==> config.mk <==
export PLATFORM = sky130hd
export DESIGN_NAME = jt89_wr_arb_flat
export DESIGN_NICKNAME = d
export VERILOG_FILES = /design/src/rtl/jt89_wr_arb_if.sv /design/src/rtl/jt89_wr_arb.sv /design/src/flat_wrapper.sv
export SDC_FILE = /design/constraint.sdc
export NUM_CORES = 1
export LEC_CHECK = 0
export CAP_MARGIN = 40
export CORE_MARGIN = 4
export CORE_UTILIZATION = 37
export DETAILED_ROUTE_END_ITERATION = 10
export GPL_TIMING_DRIVEN = 0
export PLACE_DENSITY_LB_ADDON = 0.08
export SETUP_SLACK_MARGIN = 0.4
export SLEW_MARGIN = 15
export SYNTH_ARGS = -nofsm -noshare
export SYNTH_HDL_FRONTEND = slang
export SYNTH_SLANG_ARGS = --single-unit
==> constraint.sdc <==
create_clock -name clk -period 2.2 [get_ports clk]
set_input_delay 0.44 -clock clk [delete_from_list [all_inputs] [get_ports clk]]
set_output_delay 0.44 -clock clk [all_outputs]
set_load 0.1 [all_outputs]
==> src/rtl/jt89_wr_arb_if.sv <==
// Write-port bundle for the two JT89 CPU requesters (A = 68k side, B = Z80 side).
// The CPU side uses the master modport and the arbiter uses the slave modport.
interface jt89_wr_arb_if;
  logic       a_wr;
  logic [7:0] a_din;
  logic       a_busy;
  logic       a_ovf;
  logic       b_wr;
  logic [7:0] b_din;
  logic       b_busy;
  logic       b_ovf;

  modport master (output a_wr, a_din, b_wr, b_din,
                  input  a_busy, a_ovf, b_busy, b_ovf);
  modport slave  (input  a_wr, a_din, b_wr, b_din,
                  output a_busy, a_ovf, b_busy, b_ovf);
endinterface

==> src/rtl/jt89_wr_arb.sv <==
// JT89 write arbiter: serialises SN76489-format bytes from two requesters
// round-robin and decodes them into the tone, volume and noise registers.
module jt89_wr_arb (
  input  logic                clk,
  input  logic                rst,
  jt89_wr_arb_if.slave        bus,
  output logic [9:0]          tone0,
  output logic [9:0]          tone1,
  output logic [9:0]          tone2,
  output logic [3:0]          vol0,
  output logic [3:0]          vol1,
  output logic [3:0]          vol2,
  output logic [3:0]          vol3,
  output logic [2:0]          ctrl3,
  output logic                clr
);

  logic       pend_a, pend_b;
  logic [7:0] hold_a, hold_b;
  logic [1:0] ch_a, ch_b;
  logic       typ_a, typ_b;
  logic       rr_b;    // B gets the next contended grant
  logic       a_ovf_q, b_ovf_q;

  logic       gnt_a, gnt_b, gnt_any;
  logic [7:0] d;
  logic       latch;
  logic [1:0] eff_ch;
  logic       eff_typ;

  assign bus.a_busy = pend_a;
  assign bus.b_busy = pend_b;
  assign bus.a_ovf  = a_ovf_q;
  assign bus.b_ovf  = b_ovf_q;

  // NOTE: every signal gets a default at the top of always_comb so no path leaves it unassigned (no latch).
  always_comb begin
    gnt_a   = pend_a & (~pend_b | ~rr_b);
    gnt_b   = pend_b & ~gnt_a;
    gnt_any = gnt_a | gnt_b;
    d       = gnt_a ? hold_a : hold_b;
    latch   = d[7];
    eff_ch  = gnt_a ? ch_a  : ch_b;
    eff_typ = gnt_a ? typ_a : typ_b;
    if (latch) begin
      eff_ch  = d[6:5];
      eff_typ = d[4];
    end
  end

  // NOTE: hold_a/hold_b are not reset; their contents only matter while pend is set.
  always_ff @(posedge clk) begin
    if (bus.a_wr && !pend_a) hold_a <= bus.a_din;
    if (bus.b_wr && !pend_b) hold_b <= bus.b_din;
  end

  // NOTE: all state below uses non-blocking assignments so every flop samples pre-edge values.
  always_ff @(posedge clk) begin
    if (rst) begin
      pend_a  <= 1'b0;
      pend_b  <= 1'b0;
      a_ovf_q <= 1'b0;
      b_ovf_q <= 1'b0;
      ch_a    <= 2'd0;
      ch_b    <= 2'd0;
      typ_a   <= 1'b0;
      typ_b   <= 1'b0;
      rr_b    <= 1'b0;
      tone0   <= 10'd0;
      tone1   <= 10'd0;
      tone2   <= 10'd0;
      vol0    <= 4'hF;
      vol1    <= 4'hF;
      vol2    <= 4'hF;
      vol3    <= 4'hF;
      ctrl3   <= 3'd0;
      clr     <= 1'b0;
    end else begin
      clr <= 1'b0;

      // A strobe while the holding register is full is dropped and flagged.
      pend_a <= (pend_a & ~gnt_a) | (bus.a_wr & ~pend_a);
      pend_b <= (pend_b & ~gnt_b) | (bus.b_wr & ~pend_b);
      if (bus.a_wr && pend_a) a_ovf_q <= 1'b1;
      if (bus.b_wr && pend_b) b_ovf_q <= 1'b1;

      // The pointer only moves on contention, so the loser of one collision wins the next.
      if (pend_a && pend_b) rr_b <= gnt_a;

      if (gnt_any && latch) begin
        if (gnt_a) begin
          ch_a  <= eff_ch;
          typ_a <= eff_typ;
        end else begin
          ch_b  <= eff_ch;
          typ_b <= eff_typ;
        end
      end

      if (gnt_any) begin
        if (eff_typ) begin
          case (eff_ch)
            2'd0:    vol0 <= d[3:0];
            2'd1:    vol1 <= d[3:0];
            2'd2:    vol2 <= d[3:0];
            default: vol3 <= d[3:0];
          endcase
        end else if (eff_ch == 2'd3) begin
          ctrl3 <= d[2:0];
          clr   <= 1'b1;
        end else if (latch) begin
          case (eff_ch)
            2'd0:    tone0[3:0] <= d[3:0];
            2'd1:    tone1[3:0] <= d[3:0];
            default: tone2[3:0] <= d[3:0];
          endcase
        end else begin
          case (eff_ch)
            2'd0:    tone0[9:4] <= d[5:0];
            2'd1:    tone1[9:4] <= d[5:0];
            default: tone2[9:4] <= d[5:0];
          endcase
        end
      end
    end
  end

endmodule
==> src/flat_wrapper.sv <==
// flat-port wrapper written by rule: the top's interface ports become plain ports
module jt89_wr_arb_flat 
  (clk, rst, tone0, tone1, tone2, vol0, vol1, vol2, vol3, ctrl3, clr, bus_a_wr, bus_a_din, bus_b_wr, bus_b_din, bus_a_busy, bus_a_ovf, bus_b_busy, bus_b_ovf);
  jt89_wr_arb_if bus_i ();
  input  logic clk;
  input  logic rst;
  output logic [9:0] tone0;
  output logic [9:0] tone1;
  output logic [9:0] tone2;
  output logic [3:0] vol0;
  output logic [3:0] vol1;
  output logic [3:0] vol2;
  output logic [3:0] vol3;
  output logic [2:0] ctrl3;
  output logic clr;
  input wire logic [$bits(bus_i.a_wr)-1:0] bus_a_wr;
  input wire logic [$bits(bus_i.a_din)-1:0] bus_a_din;
  input wire logic [$bits(bus_i.b_wr)-1:0] bus_b_wr;
  input wire logic [$bits(bus_i.b_din)-1:0] bus_b_din;
  output wire logic [$bits(bus_i.a_busy)-1:0] bus_a_busy;
  output wire logic [$bits(bus_i.a_ovf)-1:0] bus_a_ovf;
  output wire logic [$bits(bus_i.b_busy)-1:0] bus_b_busy;
  output wire logic [$bits(bus_i.b_ovf)-1:0] bus_b_ovf;
  assign bus_i.a_wr = bus_a_wr;
  assign bus_i.a_din = bus_a_din;
  assign bus_i.b_wr = bus_b_wr;
  assign bus_i.b_din = bus_b_din;
  assign bus_a_busy = bus_i.a_busy;
  assign bus_a_ovf = bus_i.a_ovf;
  assign bus_b_busy = bus_i.b_busy;
  assign bus_b_ovf = bus_i.b_ovf;
  jt89_wr_arb u_core (.clk(clk), .rst(rst), .bus(bus_i), .tone0(tone0), .tone1(tone1), .tone2(tone2), .vol0(vol0), .vol1(vol1), .vol2(vol2), .vol3(vol3), .ctrl3(ctrl3), .clr(clr));
endmodule
# --- Word level (Yosys, flattened, before mapping) ---
# Index checks and enable logic that the tools add are counted.
classes:
  n_reduce_logical: 25
  n_eq_ne: 3
  bitwise: 21
  muxes: 6
ops:
  columns: ["operator", "n"]
  rows:
  - ["AND reduction 5 bit", 6]
  - ["AND reduction 3 bit", 5]
  - ["NOT 1 bit", 11]
  - ["two-way mux 8 bit", 1]
  - ["bitwise AND 1 bit", 6]
  - ["logical AND 1 bit", 6]
  - ["OR reduction 3 bit", 2]
  - ["== test 2 bit, second input constant", 2]
  - ["two-way mux 2 bit", 2]
  - ["bitwise OR 1 bit", 4]
  - ["AND reduction 2 bit", 2]
  - ["two-way mux 1 bit", 3]
  - ["== test 2 x 1 -> 1 bit, second input constant", 1]
  - ["zero test 1 bit", 2]
  - ["zero test 2 bit", 1]
  - ["OR reduction 2 bit", 1]
totals:
  inputBits: 20
  wordCells: 78
  out_inout_bits: 54
  reg_bits: 77

# --- Logic depth before layout (Yosys ltp) ---
depth:
  ltp_word: 9
  ltp_mapped: 7

# --- Worst setup path after synthesis ---
# Ideal clock, no wire load.
synth_timing:
  path_type: "reg-to-reg"
  start: "register u_core.pend_a (netlist: u_core.bus.a_busy)"
  end: "register u_core.tone2[4]"
  t_required_ns: 2.067
  setup_slack_ns: -0.172
  setup_time_ns: 0.133
  path_buffers: 2
  synth_period_minus_slack_ns: 2.372
  path_stages_with_launch: 7
  t_arrival_ns: 2.239
  path_cell_list: "dfxtp_1 buf_4 a21boi_2 buf_6 mux2_2 nor3_1 nor3_1"
synth_via:
  elab_chain_cells: 7
  elab_cells_between_ends: 18
synth_lines:
  columns: ["item", "line_no", "source"]
  rows:
  - ["start, declared", "jt89_wr_arb.sv:18", "logic pend_a, pend_b;"]
  - ["start signal, assigned", "jt89_wr_arb.sv:82", "pend_a <= (pend_a & ~gnt_a) | (bus.a_wr & ~pend_a);"]
  - ["bitwise AND 1 bit (*)", "jt89_wr_arb.sv:38", "gnt_a = pend_a & (~pend_b | ~rr_b);"]
  - ["two-way mux 2 bit or two-way mux 8 bit (tied branches)", "jt89_wr_arb.sv:43, jt89_wr_arb.sv:41", null]
  - ["two-way mux 2 bit", "jt89_wr_arb.sv:45", "if (latch) begin"]
  - ["== test 2 x 1 -> 1 bit or zero test 2 bit (tied branches)", "jt89_wr_arb.sv:118", "case (eff_ch)"]
  - ["OR reduction 2 bit (no source line)", null, null]
  - ["NOT 1 bit (no source line)", null, null]
  - ["AND reduction 5 bit (no source line)", null, null]
  - ["end signal, assigned", "jt89_wr_arb.sv:121", "default: tone2[9:4] <= d[5:0];"]
  - ["end, declared", "jt89_wr_arb.sv:9", "output logic [9:0] tone2,"]
# Every way passes the cells marked *; elsewhere a longest branch is shown, timed or not.
# A chain may end at the register's enable or synchronous reset.

# --- Worst setup path in the final report ---
layout_timing:
  start: "register u_core.hold_b[7]"
  end: "register u_core.vol0[0]"
layout_via:
  elab_chain_cells: 4
  elab_cells_between_ends: 5
layout_lines:
  columns: ["item", "line_no", "source"]
  rows:
  - ["start, declared", "jt89_wr_arb.sv:19", "logic [7:0] hold_a, hold_b;"]
  - ["start signal, assigned", "jt89_wr_arb.sv:54", "if (bus.b_wr && !pend_b) hold_b <= bus.b_din;"]
  - ["two-way mux 8 bit (*)", "jt89_wr_arb.sv:41", "d = gnt_a ? hold_a : hold_b;"]
  - ["two-way mux 2 bit", "jt89_wr_arb.sv:45", null]
  - ["zero test 2 bit", "jt89_wr_arb.sv:102", "case (eff_ch)"]
  - ["AND reduction 3 bit (no source line) (*)", null, null]
  - ["end signal, assigned", "jt89_wr_arb.sv:103", "2'd0: vol0 <= d[3:0];"]
  - ["end, declared", "jt89_wr_arb.sv:10", "output logic [3:0] vol0,"]
# Marks and branches as above.

==> out/metrics.cfg <==
[placed_design]
hpwl_um = 6850
place_congestion = 0.892
numPortBuffers = 73

[route]
vias_per_cell = 5.14
routed_wl_um = 9250
antenna_left = 0
wl_per_cell_um = 16.3
vias = 2910
remaining_drc_errors = 0
drtPass1Iterations = 4
drtIter0Drc = 79

[timing]
finalCritPeriodShare = 0.790
slew_headroom = 0.470
slew_violations = 0
setup_viol = 0
finalHoldViolCount = 0
fin_tns_setup_ns = 0
tightest_slew_ns = 0.793
period_minus_slack_ns = 1.74
fin_skew_ns = 0.0121
grt_setup_unrepaired = true
whs_ns = 0.501
fmax_mhz = 575

[yosys]
synth-seq-cells = 77
synth_cell_type_count = 40
synthCells = 326
ys_seq_area_frac = 0.491
synthesis.area_sq_um = 3460
yosys_warnings = 0
synth-edff-count = 16
avgSynthCellArea_sq_um = 10.6
synth-main-ff-cell = dfxtp_1
synth_fp_nets = 346
postSynth.asyncResetShare = 0

[critical_path]
critical_path_class = register to register
path_max_fanout = 10
arrival_ns = 2.01
crit_path_end_kind = register
critPathRequiredTime_ns = 2.47
cp-start-kind = register

[cts]
cts_tree = done
clock_sinks = 77
cts_root_buffer = clkbuf_8
cts_made_buffers = 9
postCtsSetupRepairBufs = 0
path_clk_slew_ns = 0.07
clock_path_buffers = 2
h-tree-depth = 3
clk_latency_ns = 0.35

[pwr]
leakage_nw = 2.18
peakVddDrop_mv = 0.369
power_density_nw_per_um2 = 642
totalPowerFinal_mw = 3.55

[grt]
grt_pass1_wl_um = 15200
antenna_found_initial = 0
grt_max_degree = 14
first_global_vias = 2882
grt_use_total = 0.174
grt_overflow_total = 0

[finish]
diodes = 0
nets = 470
regArea_sq_um = 1710
drive_gt1_frac = 0.286
syn_to_final_growth_pct = 59.5
num-fill-cells = 783
layout_commonest_cell = nor3_1
multi_input_area_sq_um = 1660
layout_common_cells = 60 x nor3_1, 59 x dfxtp_1, 54 x buf_12, 40 x dlygate4sd2_1, 36 x a21oi_1

[floorplan]
rows = 35
die_x_um = 105
core_area_sq_um = 9200
io_pins = 74
initial_core_util = 0.377
die_area_sq_um = 11000
die_h_um = 105

[min_path]
min_path_type = register to register

[flow_run]
cap_violations = 0

[outcome]
status = complete, no violations

[registers in the layout (all words and copies together), names as in the netlist, 8 cells and up]
signal / cells
u_core.hold_a: 8
u_core.hold_b: 8
u_core.tone0: 10
u_core.tone1: 10
u_core.tone2: 10
[Yosys cell counts (2+ instances only)]
cell type | count | area share
dfxtp_1 | 61 | 0.35
nor3_1 | 61 | 0.088
a21oi_1 | 36 | 0.052
nor2_1 | 28 | 0.030
mux2i_1 | 27 | 0.078
edfxtp_1 | 16 | 0.14
mux2_2 | 13 | 0.042
buf_6 | 9 | 0.029
nand2_1 | 8 | 0.0087
nand3b_1 | 7 | 0.015
clkbuf_1 | 6 | 0.0065
nand2b_1 | 6 | 0.011
a211oi_2 | 5 | 0.018
nand3_1 | 5 | 0.0072
o22ai_2 | 4 | 0.014
a211oi_1 | 3 | 0.0065
or3b_1 | 3 | 0.0076
buf_2 | 2 | 0.0029
mux2i_4 | 2 | 0.013
nor3_2 | 2 | 0.0058
nor3b_1 | 2 | 0.0043
o32ai_4 | 2 | 0.016
[worst max-delay path, cell delays in order (launching register included)]
cell and delay, ns:
edfxtp_1 0.40, buf_6 0.15, nor3_1 0.40, o211ai_1 0.20
a21oi_4 0.29, mux2i_1 0.23
[area by class of cell]
type,instances,share of cell area
clock buffers,10,0.0231
clock inverters,6,0.0159
inverters,2,0.00181
well taps,111,0.0251
multi-input cells,227,0.300
flip-flops and latches,77,0.309
repair buffers,113,0.293
plain buffers,20,0.0308
[worst paths after layout]
path / from / end / slack [ns] / depth (start not counted)
worst max-delay path: u_core.hold_b[7] / u_core.vol0[0] / 0.46 / 5
worst max register to register: u_core.hold_b[7] / u_core.vol0[0] / 0.46 / 5
worst min register to register: u_core.tone1[9] / u_core.tone1[9] / 0.50 / 2
worst min-delay path: u_core.tone1[9] / u_core.tone1[9] / 0.50 / 2
[report_power, final]
part           switching [mW]  total [mW]  internal, mW
logic                   0.514       0.841         0.327
clock network           0.526        1.16         0.638
registers              0.0459        1.54          1.50
[cell families (layout without fill, tap and decap cells)]
kind of cell / count (synthesis) / in the layout / synth area share
flip-flops: 77 / 77 / 0.491
buffers and inverters: 22 / 151 / 0.0491
AO/OA/AOI/OAI: 58 / 58 / 0.132
multiplexers: 44 / 44 / 0.142
AND/OR/NAND/NOR: 125 / 125 / 0.186
[routing by layer]
metal,part of all wire,vias up,GRT usage
met5,0,-,0
met1,0.45,1357,0.225
met4,0.023,0,0.0665
met2,0.49,88,0.291
met3,0.044,16,0.0278
li1,-,1449,-
[through the flow]
stage / util / area [sq um] / instances / setup slack [ns]
floorplan: - / 3480 / 326 / 0.411
global placement: 0.473 / 4350 / 510 / 0.0678
detailed placement: 0.561 / 5160 / 564 / 0.0554
CTS: 0.594 / 5460 / 566 / 0.394
global route: 0.601 / 5530 / 566 / 0.357
finish: 0.601 / 5530 / 566 / 0.461
[what timing repair did]
action                                  4_1_cts  5_1_grt
resized for setup                            95       15
hold buffers                                  0        0
endpoints found under the setup margin       58       31
(Power assumes the default switching activity.)
